--- src/rtl/mem_access_ctrl.sv ---
// mem_access_ctrl: initiator-side burst controller for the 256x8 data memory.
// It takes burst read/write commands over a valid/ready request channel,
// streams write beats in and read beats out with per-beat handshakes, and is
// the only agent that drives the memory control pins.
//
// Ports:
//   clk, rst                      clock, asynchronous active-high reset
//   req_valid/req_ready           command handshake (ready only in IDLE)
//   req_we, req_addr, req_len     direction, start address, beats minus one
//   wr_valid/wr_ready, wr_data    write beat stream (ready while in WR)
//   rd_valid/rd_ready, rd_data    read beat stream (registered data)
//   busy, done                    not-idle flag, one-cycle completion pulse
//   read_addr, write_addr, acc,   memory pins (mem_ren_wen: 0=read, 1=write)
//   mem_ren_wen, mem_output       mem_output is combinational read data
module mem_access_ctrl #(
    parameter int ADDR_W = 8,
    parameter int DATA_W = 8,
    parameter int LEN_W  = 4
) (
    input  logic              clk,
    input  logic              rst,
    input  logic              req_valid,
    output logic              req_ready,
    input  logic              req_we,
    input  logic [ADDR_W-1:0] req_addr,
    input  logic [LEN_W-1:0]  req_len,
    input  logic              wr_valid,
    output logic              wr_ready,
    input  logic [DATA_W-1:0] wr_data,
    output logic              rd_valid,
    input  logic              rd_ready,
    output logic [DATA_W-1:0] rd_data,
    output logic              busy,
    output logic              done,
    output logic [ADDR_W-1:0] read_addr,
    output logic [ADDR_W-1:0] write_addr,
    output logic [DATA_W-1:0] acc,
    output logic              mem_ren_wen,
    input  logic [DATA_W-1:0] mem_output
);

    typedef enum logic [1:0] {IDLE, WR, RD, RD_RSP} state_e;

    state_e              state_q, state_d;
    logic [ADDR_W-1:0]   cur_addr_q, cur_addr_d;
    logic [LEN_W-1:0]    beat_cnt_q, beat_cnt_d;
    logic [DATA_W-1:0]   rd_data_q, rd_data_d;
    logic                rd_valid_q, rd_valid_d;
    logic                done_q, done_d;
    logic [DATA_W-1:0]   acc_hold_q, acc_hold_d;

    always_ff @(posedge clk or posedge rst) begin
        if (rst) begin
            state_q    <= IDLE;
            cur_addr_q <= '0;
            beat_cnt_q <= '0;
            rd_data_q  <= '0;
            rd_valid_q <= 1'b0;
            done_q     <= 1'b0;
            acc_hold_q <= '0;
        end else begin
            state_q    <= state_d;
            cur_addr_q <= cur_addr_d;
            beat_cnt_q <= beat_cnt_d;
            rd_data_q  <= rd_data_d;
            rd_valid_q <= rd_valid_d;
            done_q     <= done_d;
            acc_hold_q <= acc_hold_d;
        end
    end

    always_comb begin
        state_d     = state_q;
        cur_addr_d  = cur_addr_q;
        beat_cnt_d  = beat_cnt_q;
        rd_data_d   = rd_data_q;
        rd_valid_d  = rd_valid_q;
        acc_hold_d  = acc_hold_q;
        done_d      = 1'b0;
        req_ready   = 1'b0;
        wr_ready    = 1'b0;
        mem_ren_wen = 1'b0;

        unique case (state_q)
            IDLE: begin
                req_ready = 1'b1;
                if (req_valid) begin
                    cur_addr_d = req_addr;
                    beat_cnt_d = req_len;
                    state_d    = req_we ? WR : RD;
                end
            end
            WR: begin
                wr_ready = 1'b1;
                if (wr_valid) begin
                    // Memory commits on this same edge.
                    mem_ren_wen = 1'b1;
                    acc_hold_d  = wr_data;
                    cur_addr_d  = cur_addr_q + 1'b1;
                    // Test for zero before decrementing so len=F gives
                    // exactly 16 beats and the counter never wraps.
                    if (beat_cnt_q == '0) begin
                        state_d = IDLE;
                        done_d  = 1'b1;
                    end else begin
                        beat_cnt_d = beat_cnt_q - 1'b1;
                    end
                end
            end
            RD: begin
                rd_data_d  = mem_output;
                rd_valid_d = 1'b1;
                state_d    = RD_RSP;
            end
            RD_RSP: begin
                if (rd_ready) begin
                    rd_valid_d = 1'b0;
                    cur_addr_d = cur_addr_q + 1'b1;
                    if (beat_cnt_q == '0) begin
                        state_d = IDLE;
                        done_d  = 1'b1;
                    end else begin
                        beat_cnt_d = beat_cnt_q - 1'b1;
                        state_d    = RD;
                    end
                end
            end
            default: state_d = IDLE;
        endcase
    end

    // Write data is passed straight through in WR so the memory sees it on the
    // accepting edge; elsewhere acc just holds the last written value.
    assign acc        = (state_q == WR) ? wr_data : acc_hold_q;
    assign read_addr  = cur_addr_q;
    assign write_addr = cur_addr_q;
    assign rd_data    = rd_data_q;
    assign rd_valid   = rd_valid_q;
    assign done       = done_q;
    assign busy       = (state_q != IDLE);

endmodule
--- config.mk ---
export PLATFORM = sky130hd
export DESIGN_NAME = mem_access_ctrl
export DESIGN_NICKNAME = d
export VERILOG_FILES = /design/src/rtl/mem_access_ctrl.sv
export SDC_FILE = /design/constraint.sdc
export NUM_CORES = 1
export LEC_CHECK = 0
export BUFFER_PORTS_ARGS = -buffer_cell sky130_fd_sc_hd__buf_2
export CAP_MARGIN = 20
export CORE_ASPECT_RATIO = 1.25
export CORE_MARGIN = 1
export CORE_UTILIZATION = 47
export DETAILED_ROUTE_END_ITERATION = 12
export PLACE_DENSITY = 0.9
export SLEW_MARGIN = 20
export SYNTH_ARGS = -nofsm -noshare
export SYNTH_HDL_FRONTEND = slang
export SYNTH_SLANG_ARGS = --single-unit
--- constraint.sdc ---
create_clock -name clk -period 4.37 [get_ports clk]
set_input_delay 0.6555 -clock clk [delete_from_list [all_inputs] [get_ports clk]]
set_output_delay 0.6555 -clock clk [all_outputs]
set_load 0.05 [all_outputs]
==> results.toml <==
[floorplan]
io_pins = 72
core_um2 = 3483
die_w_um = 55.98
dieHeight_um = 69.47
start_util_pct = 49.14
dieArea_um2 = 3889
rows = 24

[yosys]
synth-seq-cells = 32
synth_largest_area_cell = "dfrtp_1"
synthCells = 177
synthTopCellsByArea = "dfrtp_1 (47%), mux2_2 (11%), nand2_1 (7.0%), o22a_1 (5.6%), buf_4 (3.9%)"
synth_area_per_cell_um2 = 9.670
synth_flop_cell = "dfrtp_1"
yosys_warnings = 0
synth_edf_count = 0
synth_commonest_cells = "dfrtp_1 (32), nand2_1 (32), mux2_2 (16)"
synth_top_area_share_pct = 46.78
synthArstFlopShare_pct = 100.0
synth.net_count = 213
yosysUniqueCellTypes = 31
seq_area_frac_synth_pct = 46.78
synth_area_um2 = 1712

[status]
outcome = "finished, final reports clean"

[cells_and_area]
nets = 276
final-seq-area_um2 = 800.8
fill_cells = 321
multi_input_area_um2 = 767.0
drive_gt1_share_pct = 41.49
diodes = 0
syn_to_final_growth_pct = 23.76

[global_routing]
grt_pass1_wl_mm = 5.858
grt_usage_pct = 19.11
grt_pass1_vias = 1381
grt_max_degree = 41
antenna_found_initial = 0
grt-ovfl-total = 0

[sta]
fmax_ghz = 0.4215
period_share_pct = 54.29
hold_viol_final = 0
final.setup.tns_ns = 0
setup_viol = 0
rsz0062_at_grt = "no"
max-slew-margin-rel_pct = 50.71
skew_ns = 0.002003
final.min_clock_period_ns = 2.372
slew_violations = 0
tightestPinTransition_ns = 0.7378

[clock_network]
root_buffer = "clkbuf_8"
clk_pin_slew_ns = 0.07
cts.htree.levels = 2
postCtsSetupBuffers = 0
cts_resized = 0
cts_tree = "yes"
numCtsBuffers = 5
cts_buffer_depth = 2
clock_latency_ns = 0.28
clock-sinks = 32
hold_buffers = 0

[detailed_routing]
wl_per_cell_um = 12.87
firstDrtPassIters = 6
ant_nets = 0
drc = 0
viasPerCell = 5.332
drtIter0Drc = 85
num_vias = 1493
finalWirelength_mm = 3.603

[critical_path]
crit_path_end_kind = "primary output"
crit_path_top_delay_cell = "dfrtp_1"
arrival_ns = 1.72
crit_type = "register to primary output"
cp_max_fo = 10
cp_slowest_stage_delay_ns = 0.47
path_delay_family = "buffers and inverters"
worstPathCellList = "nand2b_1 -> inv_6 -> nand2_4 -> inv_1 -> buf_2"
worstSetupStartpointType = "register"
cp.required_ns = 3.71
cp_num_buf_inv = 3

[place]
port_buffers = 71
dpl.hpwl_mm = 2.602
gp_congestion = 0.8146

[worst_hold_path]
hp-class = "input port to async pin"

[job]
maxCapViolations = 0
==> tightest hold or removal path, delay by kind of cell <==
| family | cells | cell delay (ns) |
|---|---|---|
| buf+inv | 3 | 0.49 |
==> per-layer routing <==
| layer | routed length (um) | global-route usage, % | vias up |
|---|---|---|---|
| li1 | - | - | 730 |
| met1 | 1533 | 22.66 | 704 |
| met2 | 1800 | 32.41 | 53 |
| met3 | 217 | 4.851 | 6 |
| met4 | 52 | 8.401 | 0 |
| met5 | 0 | 0 | - |
==> logic make-up after synthesis <==
family / Yosys count / synth area share, %
mux: 19 / 12.28
compound gates: 38 / 14.84
buf+inv: 26 / 8.406
fa+ha+maj: 2 / 1.462
simple gates: 60 / 16.23
flops: 32 / 46.78
==> state kept, by name, summed over array words and instances (netlist names) <==
name / count
read_addr: 8
beat_cnt_q: 4
state_q: 2
rd_data: 8
acc_hold_q: 8
rd_valid: 1
done: 1
==> worst paths after layout <==
path,end,cells after the start,slack [ns],start
setup / recovery,mem_ren_wen,5,2.00,state_q[1]$_DFFE_PP0P_
hold / removal,rd_data[7]$_DFFE_PP0P_,3,0.45,rst
max in group asynchronous,read_addr[1]$_DFFE_PP0P_,3,3.63,rst
setup reg to reg,beat_cnt_q[1]$_DFFE_PP0P_,5,2.37,state_q[0]$_DFFE_PP0P_
hold reg to reg,rd_valid$_DFFE_PP0P_,1,0.47,rd_valid$_DFFE_PP0P_
min in group clk,rd_valid$_DFFE_PP0P_,1,0.47,rd_valid$_DFFE_PP0P_
==> cells in the final DEF, fill, tap and decap left out, types with 3 or more instances in the layout <==
master / count
buf_2: 71
nand2_1: 32
dfrtp_1: 32
mux2_2: 16
o22a_1: 11
a21oi_1: 10
inv_1: 8
a31oi_1: 8
nor2b_1: 6
nand3_1: 6
nor2_1: 6
clkbuf_8: 6
mux2i_1: 3
and3_1: 3
==> layout make-up <==
cell class              count  share of cell area (%)
multi-input cells         119                   36.21
well taps                  39                   2.304
flip-flops and latches     32                   37.80
clock inverters             2                  0.4725
repair buffers             73                   17.48
clock buffers               6                   3.898
inverters                   9                   1.831
==> stage by stage <==
stage	hold WS (ns)	util (%)	area [um^2]	setup WS [ns]	std cells
final	0.4505	60.81	2118	1.998	280
after floorplan	0.4792	-	1712	2.165	177
after global placement	0.4688	58.15	2026	2.344	272
after detailed placement	0.4639	58.15	2026	2.303	272
after CTS	0.4538	60.81	2118	1.981	280
after global routing	0.4898	60.81	2118	1.895	280
Power is left out: the tool's default activity adds up to more than one toggle a clock period on the data nets, which glitch-free logic cannot reach.
